==> src/rtl/grid_position_tracker_if.sv <==
// Direction/position bundle between the direction controller,
// the grid_position_tracker and the display/collision logic.
interface grid_position_tracker_if #(
    parameter int XW = 4,
    parameter int YW = 4
);
    logic [3:0]    dir;
    logic          pause;
    logic [XW-1:0] x;
    logic [YW-1:0] y;
    logic          step;
    logic          wrapped;
    logic          hit_wall;

    modport master (
        output dir, pause,
        input  x, y, step, wrapped, hit_wall
    );

    modport slave (
        input  dir, pause,
        output x, y, step, wrapped, hit_wall
    );
endinterface

==> src/rtl/grid_position_tracker.sv <==
// Turns a 4-bit direction word into an (x, y) grid position that
// advances once every TICK_DIV clocks, with wrap or halt at the edges.
//
// Ports:
//   clk  : rising-edge clock
//   rst  : asynchronous active-high reset
//   bus  : slave modport
//          dir[0] x enable, dir[1] x up, dir[2] y enable, dir[3] y up
//          pause    freezes prescaler and movement
//          x, y     current position (registered)
//          step     one-cycle pulse when a move event lands
//          wrapped  one-cycle pulse with step when an axis wrapped
//          hit_wall sticky, WRAP=0 only, set on a blocked move
module grid_position_tracker #(
    parameter int COLS     = 16,
    parameter int ROWS     = 12,
    parameter int TICK_DIV = 4,
    parameter int X_INIT   = 0,
    parameter int Y_INIT   = 0,
    parameter int WRAP     = 1
) (
    input  logic                   clk,
    input  logic                   rst,
    grid_position_tracker_if.slave bus
);
    localparam int XW = $clog2(COLS);
    localparam int YW = $clog2(ROWS);
    localparam int TW = $clog2(TICK_DIV) + 1;

    localparam logic [XW-1:0] X_MAX  = XW'(COLS - 1);
    localparam logic [YW-1:0] Y_MAX  = YW'(ROWS - 1);
    localparam logic [XW-1:0] X_RST  = XW'(X_INIT);
    localparam logic [YW-1:0] Y_RST  = YW'(Y_INIT);
    localparam logic [TW-1:0] T_LAST = TW'(TICK_DIV - 1);

    typedef enum logic {RUN, HALT} state_t;

    state_t        state_q, state_d;
    logic [XW-1:0] x_q, x_d, x_mv;
    logic [YW-1:0] y_q, y_d, y_mv;
    logic [TW-1:0] tick_q, tick_d;
    logic          step_q, step_d;
    logic          wrap_q, wrap_d;
    logic          hit_q, hit_d;

    logic          x_en, x_up, x_edge, x_wrap;
    logic          y_en, y_up, y_edge, y_wrap;
    logic          ev;

    assign ev = (state_q == RUN) && !bus.pause && (tick_q == T_LAST);

    // Candidate next position per axis; the edge test is done on
    // the current value so no out-of-range value ever exists.
    always_comb begin
        x_en   = bus.dir[0];
        x_up   = bus.dir[1];
        y_en   = bus.dir[2];
        y_up   = bus.dir[3];
        x_edge = x_up ? (x_q == X_MAX) : (x_q == '0);
        y_edge = y_up ? (y_q == Y_MAX) : (y_q == '0);
        x_wrap = x_en && x_edge;
        y_wrap = y_en && y_edge;
        x_mv   = x_q;
        y_mv   = y_q;
        if (x_en) begin
            if (x_edge)
                x_mv = x_up ? '0 : X_MAX;
            else
                x_mv = x_up ? x_q + 1'b1 : x_q - 1'b1;
        end
        if (y_en) begin
            if (y_edge)
                y_mv = y_up ? '0 : Y_MAX;
            else
                y_mv = y_up ? y_q + 1'b1 : y_q - 1'b1;
        end
    end

    always_comb begin
        state_d = state_q;
        x_d     = x_q;
        y_d     = y_q;
        tick_d  = tick_q;
        step_d  = 1'b0;
        wrap_d  = 1'b0;
        hit_d   = hit_q;
        unique case (state_q)
            RUN: begin
                if (!bus.pause)
                    tick_d = (tick_q == T_LAST) ? '0 : tick_q + 1'b1;
                if (ev) begin
                    step_d = 1'b1;
                    // With WRAP=0 an edge crossing on either axis
                    // blocks the whole move, not just that axis.
                    if (WRAP == 0 && (x_wrap || y_wrap)) begin
                        hit_d   = 1'b1;
                        state_d = HALT;
                    end else begin
                        x_d    = x_mv;
                        y_d    = y_mv;
                        wrap_d = (WRAP != 0) && (x_wrap || y_wrap);
                    end
                end
            end
            HALT: begin
            end
        endcase
    end

    always_ff @(posedge clk or posedge rst) begin
        if (rst) begin
            state_q <= RUN;
            x_q     <= X_RST;
            y_q     <= Y_RST;
            tick_q  <= '0;
            step_q  <= 1'b0;
            wrap_q  <= 1'b0;
            hit_q   <= 1'b0;
        end else begin
            state_q <= state_d;
            x_q     <= x_d;
            y_q     <= y_d;
            tick_q  <= tick_d;
            step_q  <= step_d;
            wrap_q  <= wrap_d;
            hit_q   <= hit_d;
        end
    end

    assign bus.x        = x_q;
    assign bus.y        = y_q;
    assign bus.step     = step_q;
    assign bus.wrapped  = wrap_q;
    assign bus.hit_wall = hit_q;
endmodule

==> src/flat_wrapper.sv <==
// flat-port wrapper written by rule: the top's interface ports become plain ports
module grid_position_tracker_flat 
#(
    parameter int COLS     = 16,
    parameter int ROWS     = 12,
    parameter int TICK_DIV = 4,
    parameter int X_INIT   = 0,
    parameter int Y_INIT   = 0,
    parameter int WRAP     = 1
)
  (clk, rst, bus_dir, bus_pause, bus_x, bus_y, bus_step, bus_wrapped, bus_hit_wall);
  grid_position_tracker_if bus_i ();
  input  logic clk;
  input  logic rst;
  input wire logic [$bits(bus_i.dir)-1:0] bus_dir;
  input wire logic [$bits(bus_i.pause)-1:0] bus_pause;
  output wire logic [$bits(bus_i.x)-1:0] bus_x;
  output wire logic [$bits(bus_i.y)-1:0] bus_y;
  output wire logic [$bits(bus_i.step)-1:0] bus_step;
  output wire logic [$bits(bus_i.wrapped)-1:0] bus_wrapped;
  output wire logic [$bits(bus_i.hit_wall)-1:0] bus_hit_wall;
  assign bus_i.dir = bus_dir;
  assign bus_i.pause = bus_pause;
  assign bus_x = bus_i.x;
  assign bus_y = bus_i.y;
  assign bus_step = bus_i.step;
  assign bus_wrapped = bus_i.wrapped;
  assign bus_hit_wall = bus_i.hit_wall;
  grid_position_tracker #(.COLS(COLS), .ROWS(ROWS), .TICK_DIV(TICK_DIV), .X_INIT(X_INIT), .Y_INIT(Y_INIT), .WRAP(WRAP)) u_core (.clk(clk), .rst(rst), .bus(bus_i));
endmodule
==> config.mk <==
export PLATFORM = sky130hd
export DESIGN_NAME = grid_position_tracker_flat
export DESIGN_NICKNAME = d
export VERILOG_FILES = /design/src/rtl/grid_position_tracker_if.sv /design/src/rtl/grid_position_tracker.sv /design/src/flat_wrapper.sv
export SDC_FILE = /design/constraint.sdc
export NUM_CORES = 1
export LEC_CHECK = 0
export ABC_AREA = 0
export BUFFER_PORTS_ARGS = -buffer_cell sky130_fd_sc_hd__buf_2
export CAP_MARGIN = 20
export CORE_MARGIN = 2
export CORE_UTILIZATION = 45
export CTS_BUF_LIST = sky130_fd_sc_hd__clkbuf_2 sky130_fd_sc_hd__clkbuf_4 sky130_fd_sc_hd__clkbuf_8
export DETAILED_ROUTE_END_ITERATION = 12
export GPL_ROUTABILITY_DRIVEN = 0
export PLACE_DENSITY = 0.68
export SKIP_LAST_GASP = 1
export SLEW_MARGIN = 30
export SYNTH_ARGS = -nofsm -noshare
export SYNTH_HDL_FRONTEND = slang
export SYNTH_SLANG_ARGS = --single-unit
export TNS_END_PERCENT = 30
==> constraint.sdc <==
create_clock -name clk -period 4.94 [get_ports clk]
set_clock_uncertainty 0.05 [all_clocks]
set_input_delay 0.494 -clock clk [delete_from_list [all_inputs] [get_ports clk]]
set_output_delay 0.494 -clock clk [all_outputs]
set_load 0.005 [all_outputs]
==> flow_summary.json, run 1 <==
{
  "status": "completed",
  "holdWs_ns": 0.155,
  "cts.path.max_buffers": 2,
  "wl_um": 1500,
  "ys_top_cells_by_area": "dfrtp_1 40%, ha_1 7.7%, fa_1 4.9%",
  "synth.top_cells.by_count": "13 x dfrtp_1, 8 x nand2_1, 7 x nor2_1",
  "firstDrtPassIters": 4,
  "ir_drop_mv": 0.270,
  "dpl.hpwl_um": 1120,
  "max_freq_mhz": 561,
  "synthFlopType": "dfrtp_1",
  "insertedDiodeCount": 0,
  "fin_setup_tns_ns": 0,
  "r2r-end": "u_core.bus.y[3]",
  "antenna_found_initial": 0,
  "yosysUniqueCellTypes": 32,
  "grt_max_degree": 14,
  "core-area_mm2": 0.00171,
  "setup_violations": 0,
  "die_h_um": 46.6,
  "crit_required_ns": 5.10,
  "yosysTopAreaCell": "dfrtp_1",
  "cts-buffers-inserted": 3,
  "power_leakage_nw": 0.473,
  "synthArstFlopShare_pct": 100,
  "drt_iter0_markers": 13,
  "rsz0062_at_grt": "no",
  "max_stage_delay_ns": 0.47,
  "drv_cap": 0,
  "cts_tree": "built",
  "worstSetupPathType": "reg2reg",
  "cp.arrival_ns": 1.95,
  "p_total_w": 0.000513,
  "cp.buffers_inverters": 0,
  "track_usage_pct": 16.7,
  "crit_start": "u_core.bus.y[1]",
  "cp_max_fo": 7,
  "die_area_mm2": 0.00217,
  "start_util_pct": 47.8,
  "wl_met1_um": 701,
  "cts_setup_buffers": 0,
  "period_needed_ns": 1.78,
  "layout-drive-gt1-share_pct": 23.3,
  "ant_nets": 0,
  "regArea_um2": 325,
  "cts_root_buf": "clkbuf_4",
  "end_kind": "flop",
  "nFillCells": 164,
  "dpl_cell_area_um2": 921,
  "htreeDepth": 1,
  "core.rowCount": 15,
  "synth_edf_count": 0,
  "rr_startpoint": "u_core.bus.y[1]",
  "seq_area_frac_synth_pct": 39.8,
  "met3_length_um": 69,
  "drv_slew": 0,
  "port_buffers": 16,
  "start_kind": "flop",
  "clk_pin_slew_ns": 0.09,
  "die_x_um": 46.6,
  "top_layer_used": "met4",
  "synth_nets": 98,
  "synth_top_area_share_pct": 39.8,
  "pin_count": 18,
  "grt_overflow": 0,
  "synth_seq_cells": 13,
  "vias": 669,
  "r2r_setup_slack_ns": 3.16,
  "crit_chain": "ha_1 -> a211oi_1 -> nor2_1 -> o311a_1 -> o22ai_1",
  "final_area_um2": 948,
  "wl_met2_um": 702,
  "cts.sinks": 13,
  "worstRegToRegCells": 5,
  "grt_pass1_wl_um": 2500,
  "hold_buffers": 0,
  "syn_inst": 84,
  "p_per_area_mw_per_mm2": 541,
  "cp_slowest_cell": "dfrtp_1",
  "grt_pass1_vias": 597,
  "avgRoutedWirePerCell_um": 11.7,
  "nets": 118,
  "multiInputGateArea_um2": 465,
  "ys_warn_count": 0,
  "holdCritPathClass": "in2async",
  "hold_viol": 0,
  "syn_to_final_growth_pct": 16.1,
  "routed_via_density": 5.23,
  "timing.final.crit_share_pct": 36.1,
  "crit_family": "compound AO/OA/AOI/OAI gates",
  "netlist_area_um2": 817,
  "drc": 0,
  "post_cts_resized": 0,
  "clk_latency_ns": 0.29,
  "syn_avg_cell_area_um2": 9.73,
  "yosysMostFrequentCell": "dfrtp_1"
}
==> worst reg2reg max path, cell delays in order (launching register included) <==
cell	delay (ns)
dfrtp_1	0.47
ha_1	0.33
a211oi_1	0.31
nor2_1	0.09
o311a_1	0.33
o22ai_1	0.14
==> worst max path at each step <==
stage | depth (start not counted) | end | slack (ns)
6_report | 5 | u_core.bus.y[3] | 3.16
5_1_grt | 5 | u_core.bus.y[3] | 3.06
4_1_cts | 5 | u_core.bus.y[3] | 3.15
3_5_place_dp | 7 | u_core.bus.y[3] | 2.93
3_3_place_gp | 7 | u_core.bus.y[3] | 2.98
2_1_floorplan | 6 | u_core.bus.y[3] | 3.17
==> registers in the layout (all words and copies together) (netlist names) <==
signal,count
u_core.bus.wrapped,1
u_core.tick_q,3
u_core.bus.y,4
u_core.bus.step,1
u_core.bus.x,4
==> cell usage in the layout (no fill, tap or decap), drive strengths merged, types with 2 or more instances in the layout <==
cell,instances
buf,16
dfrtp,13
nand2,8
nor2,7
a21oi,5
o21ai,5
inv,5
ha,5
mux2i,3
xor2,3
clkbuf,3
nand3,2
or3,2
xnor2,2
a21o,2
o22ai,2
nand2b,2
fa,2
==> report_power, final <==
part           total [W]  internal [W]  switching, W
combinational   0.000233      0.000124      0.000109
clock          0.0000682     0.0000301     0.0000380
sequential      0.000212      0.000148     0.0000637
total           0.000513      0.000302      0.000211
==> routing by layer <==
layer,GRT usage (%),up-vias
li1,-,331
met1,21.1,314
met2,25.3,20
met3,5.88,4
met4,8.33,0
met5,0,-
==> cell families (layout without fill, tap and decap cells) <==
| family | count (synthesis) | in the layout | share of synthesized area [%] |
|---|---|---|---|
| and+or+nand+nor | 29 | 29 | 19.3 |
| AOI/OAI and AO/OA | 20 | 20 | 15.6 |
| DFF | 13 | 13 | 39.8 |
| adders and majority gates | 7 | 7 | 12.6 |
| buffers and inverters | 6 | 25 | 3.22 |
| xor gates and xnor gates | 5 | 5 | 5.36 |
| muxes | 3 | 3 | 3.68 |
| other | 1 | 1 | 0.459 |
==> through the flow <==
step	util, %	instances	setup slack (ns)
after floorplan	-	84	3.17
after global placement	53.9	124	2.98
after detailed placement	53.9	124	2.93
after CTS	55.5	128	3.15
after global routing	55.5	128	3.06
final	55.5	128	3.16
==> area by class of cell <==
class,count,share of cell area [%]
Multi-Input combinational cell,65,49.1
Clock buffer,3,2.37
Clock inverter,1,0.528
Inverter,5,1.98
Tap cell,25,3.30
Timing Repair Buffer,16,8.44
Sequential cell,13,34.3
(Power assumes the default switching activity.)
==> run 2, diff against run 1 <==
==> constraint.sdc (replaced) <==
create_clock -name clk -period 1.8 [get_ports clk]
set_clock_uncertainty 0.05 [all_clocks]
set_input_delay 0.18 -clock clk [delete_from_list [all_inputs] [get_ports clk]]
set_output_delay 0.18 -clock clk [all_outputs]
set_load 0.005 [all_outputs]
==> run 2 against run 1 <==
  * Core utilization increased by 3.2 points
  * Flip-flop and latch count unchanged
  * Non-clock buffer count increased by 6
  * Sequential power increased by 150%
  * Count of clock-buffer cells in the layout increased by 1
  * First-iteration DRC count decreased by 69%
  * Largest power group unchanged
  * Clock power increased to 2.7 times the previous value
==> flow_summary.json, run 2 (synthesized netlist as in run 1, its figures left out) <==
{
  "place_inst": 129,
  "clk_latency_ns": 0.27,
  "sw_frac_of_total_pct": 38.6,
  "drv_cap": 0,
  "period_needed_ns": 1.69,
  "p_per_area_mw_per_mm2": 1490,
  "worstRegToRegCells": 5,
  "cts.sinks": 13,
  "htreeDepth": 1,
  "cts_root_buf": "clkbuf_4",
  "firstDrtPassIters": 3,
  "end_kind": "flop",
  "cp_max_fo": 3,
  "p_switching_w": 0.000577,
  "clkPwrFrac_pct": 12.5,
  "hold_viol": 0,
  "p_int_w": 0.000917,
  "ant_nets": 0,
  "holdCritPathClass": "in2reg",
  "finalNonFillerCells": 134,
  "track_usage_pct": 16.2,
  "antenna_found_initial": 0,
  "vias": 698,
  "routed_via_density": 5.21,
  "cp.arrival_ns": 1.83,
  "grt_max_degree": 14,
  "pwr-share-seq_pct": 35.5,
  "grt_pass1_vias": 587,
  "hold_start": "bus_dir[1]",
  "crit_required_ns": 1.94,
  "dpl.hpwl_um": 1260,
  "r2r-end": "u_core.bus.y[3]",
  "syn_to_final_growth_pct": 22.8,
  "r2r_setup_slack_ns": 0.11,
  "die_h_um": 46.6,
  "max_freq_mhz": 592,
  "pin_count": 18,
  "timing.final.crit_share_pct": 93.8,
  "rr_startpoint": "u_core.bus.y[1]",
  "final_area_mm2": 0.00100,
  "dpl_cell_area_um2": 958,
  "comb_power_share_pct": 52.0,
  "cts-buffers-inserted": 3,
  "grt_overflow": 0,
  "setup_violations": 0,
  "pre_cts_slack_ns": 0.0626,
  "die_area_mm2": 0.00217,
  "cts_tree": "built",
  "insertedDiodeCount": 0,
  "start_kind": "flop",
  "drc": 0,
  "hold_path_depth": 2,
  "core-area_mm2": 0.00171,
  "mostFrequentLayoutCell": "buf_2",
  "nets": 124,
  "ir_drop_mv": 0.687,
  "worstSetupPathType": "reg2reg",
  "power_leakage_nw": 0.504,
  "clk_pin_slew_ns": 0.07,
  "drv_slew": 0,
  "grt_pass1_wl_um": 2420,
  "hold_path_end": "u_core.bus.x[3]",
  "status": "completed",
  "wl_um": 1550,
  "cts.path.max_buffers": 2,
  "core.rowCount": 15,
  "finalWorstSetupSlack_ns": 0.112,
  "port_buffers": 16,
  "layout_common_cells": "16 x buf_2, 13 x dfrtp_1, 8 x nand2_1",
  "die_x_um": 46.6,
  "crit_start": "u_core.bus.y[1]",
  "drt_iter0_markers": 4,
  "fin_setup_tns_ns": 0,
  "cts_setup_buffers": 0,
  "layout-drive-gt1-share_pct": 27.5,
  "avgRoutedWirePerCell_um": 11.5,
  "start_util_pct": 47.8
}
==> run 2: cell count changes in the layout (fill, tap and decap cells not counted) <==
cell / change
a211oi_1: -1
a211oi_2: +1
buf_4: +5
clkbuf_4: +1
clkinv_2: -1
dlygate4sd3_1: +1
==> run 2: metrics by stage <==
step	power, W	util (%)	hold WS (ns)
after floorplan	0.00102	-	0.00696
after global placement	0.00128	56.1	0.173
after detailed placement	0.00130	56.1	0.171
after CTS	0.00150	58.5	0.123
after global routing	0.00165	58.8	0.132
final	0.00149	58.8	0.129
==> run 2: metal layers <==
metal | track usage, % | wire (µm) | up-vias
met5 | 0 | 0 | -
met1 | 19.5 | 671 | 338
met4 | 6.67 | 11 | 0
met2 | 26.9 | 812 | 12
li1 | - | - | 346
met3 | 4.71 | 50 | 2
==> run 2: cell type report <==
cell class / count / area [µm²]
inverter: 5 / 18.8
sequential: 13 / 325
timing repair buffer: 22 / 128
multi-input combinational: 65 / 470
tap: 25 / 31.3
fill: 164 / 704
clock buffer: 4 / 30.0
==> run 2: what timing repair did <==
item                                   in CTS  in global routing
endpoints found under the hold margin      13                  0
resized for setup                           0                  1
setup endpoints to repair                   0                  1
hold buffers                                1                  0
==> run 2: critical path, cell delays in order (launching register included) <==
cell,delay [ns]
dfrtp_1,0.41
ha_1,0.32
a211oi_2,0.27
nor2_1,0.08
o311a_1,0.33
o22ai_1,0.15
==> run 2: power by group through the flow <==
stage               sequential, W  combinational [W]  clock (W)
floorplan                0.000561           0.000460          0
global placement         0.000529           0.000748          0
detailed placement       0.000537           0.000768          0
CTS                      0.000532           0.000770   0.000195
global route             0.000552           0.000886   0.000208
finish                   0.000530           0.000777   0.000187
==> run 2: how the worst max path moves through the flow <==
stage | end | slack (ns) | cells past startpoint
after floorplan | u_core.bus.y[3] | 0.10 | 5
after global placement | u_core.bus.y[3] | 0.13 | 7
after detailed placement | u_core.bus.y[3] | 0.06 | 7
after CTS | u_core.bus.y[3] | 0.07 | 5
after global routing | u_core.bus.y[3] | -0.005 | 5
final | u_core.bus.y[3] | 0.11 | 5
==> run 3, diff against run 2 <==
==> constraint.sdc (replaced) <==
create_clock -name clk -period 1.8 [get_ports clk]
set_clock_uncertainty 0.05 [all_clocks]
set_input_delay 0.36 -clock clk [delete_from_list [all_inputs] [get_ports clk]]
set_output_delay 0.36 -clock clk [all_outputs]
set_load 0.005 [all_outputs]
==> run 3 against run 2 <==
  * Cell area is 1.7% higher
  * Via count is 3.7% lower
  * First-iteration DRC count grew to 2.5 times the previous value
  * Critical path type unchanged
==> flow_summary.json, run 3 (synthesized netlist as in run 1, its figures left out) <==
{
  "status": "completed",
  "vias": 672,
  "drc": 0,
  "clk_pin_slew_ns": 0.08,
  "hold_viol": 0,
  "layout-drive-gt1-share_pct": 30.4,
  "avgRoutedWirePerCell_um": 11.7,
  "timing.final.crit_share_pct": 94.7,
  "cts-buffers-inserted": 3,
  "mostFrequentLayoutCell": "buf_2",
  "power_leakage_nw": 0.518,
  "cp_slowest_cell": "dfrtp_1",
  "comb_power_share_pct": 53.9,
  "drv_cap": 0,
  "finalWorstSetupSlack_ns": 0.0951,
  "layout_common_cells": "16 x buf_2, 13 x dfrtp_1, 9 x buf_4",
  "antenna_found_initial": 0,
  "p_per_area_mw_per_mm2": 1480,
  "crit_start": "u_core.bus.y[1]",
  "crit_cells": 5,
  "grt_max_degree": 14,
  "pre_cts_slack_ns": -0.0263,
  "sw_frac_of_total_pct": 39.6,
  "p_switching_w": 0.000599,
  "r2r-end": "u_core.bus.y[3]",
  "wl_um": 1610,
  "holdWs_ns": 0.0364,
  "fin_setup_tns_ns": 0,
  "ant_nets": 0,
  "nets": 127,
  "pwr-share-seq_pct": 34.1,
  "start_kind": "flop",
  "rsz0062_at_grt": "no",
  "cts_tree": "built",
  "rr_startpoint": "u_core.bus.y[1]",
  "cts_root_buf": "clkbuf_4",
  "track_usage_pct": 16.9,
  "grt_overflow": 0,
  "crit_path_end": "u_core.bus.y[3]",
  "core-area_mm2": 0.00171,
  "firstDrtPassIters": 4,
  "holdCritPathClass": "in2async",
  "period_needed_ns": 1.70,
  "crit_required_ns": 1.95,
  "cp_max_fo": 3,
  "clk_latency_ns": 0.27,
  "start_util_pct": 47.8,
  "die_x_um": 46.6,
  "clkPwrFrac_pct": 12.0,
  "grt_pass1_wl_um": 2650,
  "worstRegToRegCells": 5,
  "insertedDiodeCount": 0,
  "cts.sinks": 13,
  "crit_chain": "ha_1 -> a211oi_2 -> nor2_1 -> o311a_1 -> o22ai_1",
  "cp.buffers_inverters": 0,
  "drv_slew": 0,
  "die_area_mm2": 0.00217,
  "drt_iter0_markers": 10,
  "core.rowCount": 15,
  "cp.arrival_ns": 1.85,
  "worstSetupPathType": "reg2reg",
  "htreeDepth": 1,
  "grt_pass1_vias": 623,
  "routed_via_density": 4.91,
  "max_freq_mhz": 587,
  "crit_family": "compound AO/OA/AOI/OAI gates",
  "syn_to_final_growth_pct": 25.0,
  "setup_violations": 0,
  "dpl.hpwl_um": 1310,
  "pin_count": 18,
  "p_int_w": 0.000914,
  "r2r_setup_slack_ns": 0.1,
  "ir_drop_mv": 0.732,
  "die_h_um": 46.6,
  "max_stage_delay_ns": 0.42,
  "port_buffers": 16,
  "end_kind": "flop",
  "hold_buffers": 0,
  "cts.path.max_buffers": 2
}
## run 3: cell count changes in the layout (fill, tap and decap cells not counted)
cell / previous run / this run
clkbuf_4: 4 / 3
dlygate4sd3_1: 1 / 0
buf_4: 5 / 9
clkinv_2: 0 / 1
## run 3: layer usage
metal	track usage, %	wire length (µm)	vias up	part of all wire, %
li1	-	-	350	-
met1	22.2	731	308	45
met2	28.9	821	14	51
met3	3.53	57	0	3.5
met4	3.33	0	0	0
met5	0	0	-	0
## run 3: area by class of cell
cell class | count | area, µm²
tap | 25 | 31.3
inverter | 5 | 18.8
clock inverter | 1 | 5.00
sequential | 13 | 325
fill | 151 | 687
clock buffer | 3 | 22.5
multi-input combinational | 65 | 470
timing repair buffer | 25 | 148
## run 3: through the flow
step	std cells	util (%)	cell area (µm²)	total power [W]
CTS	137	59.5	1020	0.00151
global placement	133	57.9	988	0.00130
floorplan	84	-	817	0.00102
detailed placement	133	57.9	988	0.00133
finish	137	59.8	1020	0.00151
global route	137	59.8	1020	0.00167
## run 3: repair_timing
action,CTS,global route
hold endpoints to repair,0,0
setup endpoints to repair,0,1
setup buffers,0,0
resized for setup,0,1
## run 3: worst min-delay path by stage
| stage | start | to | slack, ns | cells past startpoint |
|---|---|---|---|---|
| floorplan | rst | u_core.bus.step | 0.19 | 1 |
| global placement | rst | u_core.bus.y[0] | 0.35 | 2 |
| detailed placement | rst | u_core.bus.y[0] | 0.35 | 2 |
| CTS | rst | u_core.bus.y[0] | 0.05 | 2 |
| global route | rst | u_core.bus.step | 0.08 | 2 |
| finish | rst | u_core.bus.step | 0.04 | 2 |
## run 3: power by group through the flow
stage                     clock (W)  sequential (W)  combinational [W]
final                      0.000181        0.000517           0.000815
after CTS                  0.000184        0.000518           0.000804
after global routing       0.000201        0.000539           0.000929
after floorplan                   0        0.000561           0.000460
after detailed placement          0        0.000523           0.000803
after global placement            0        0.000521           0.000782
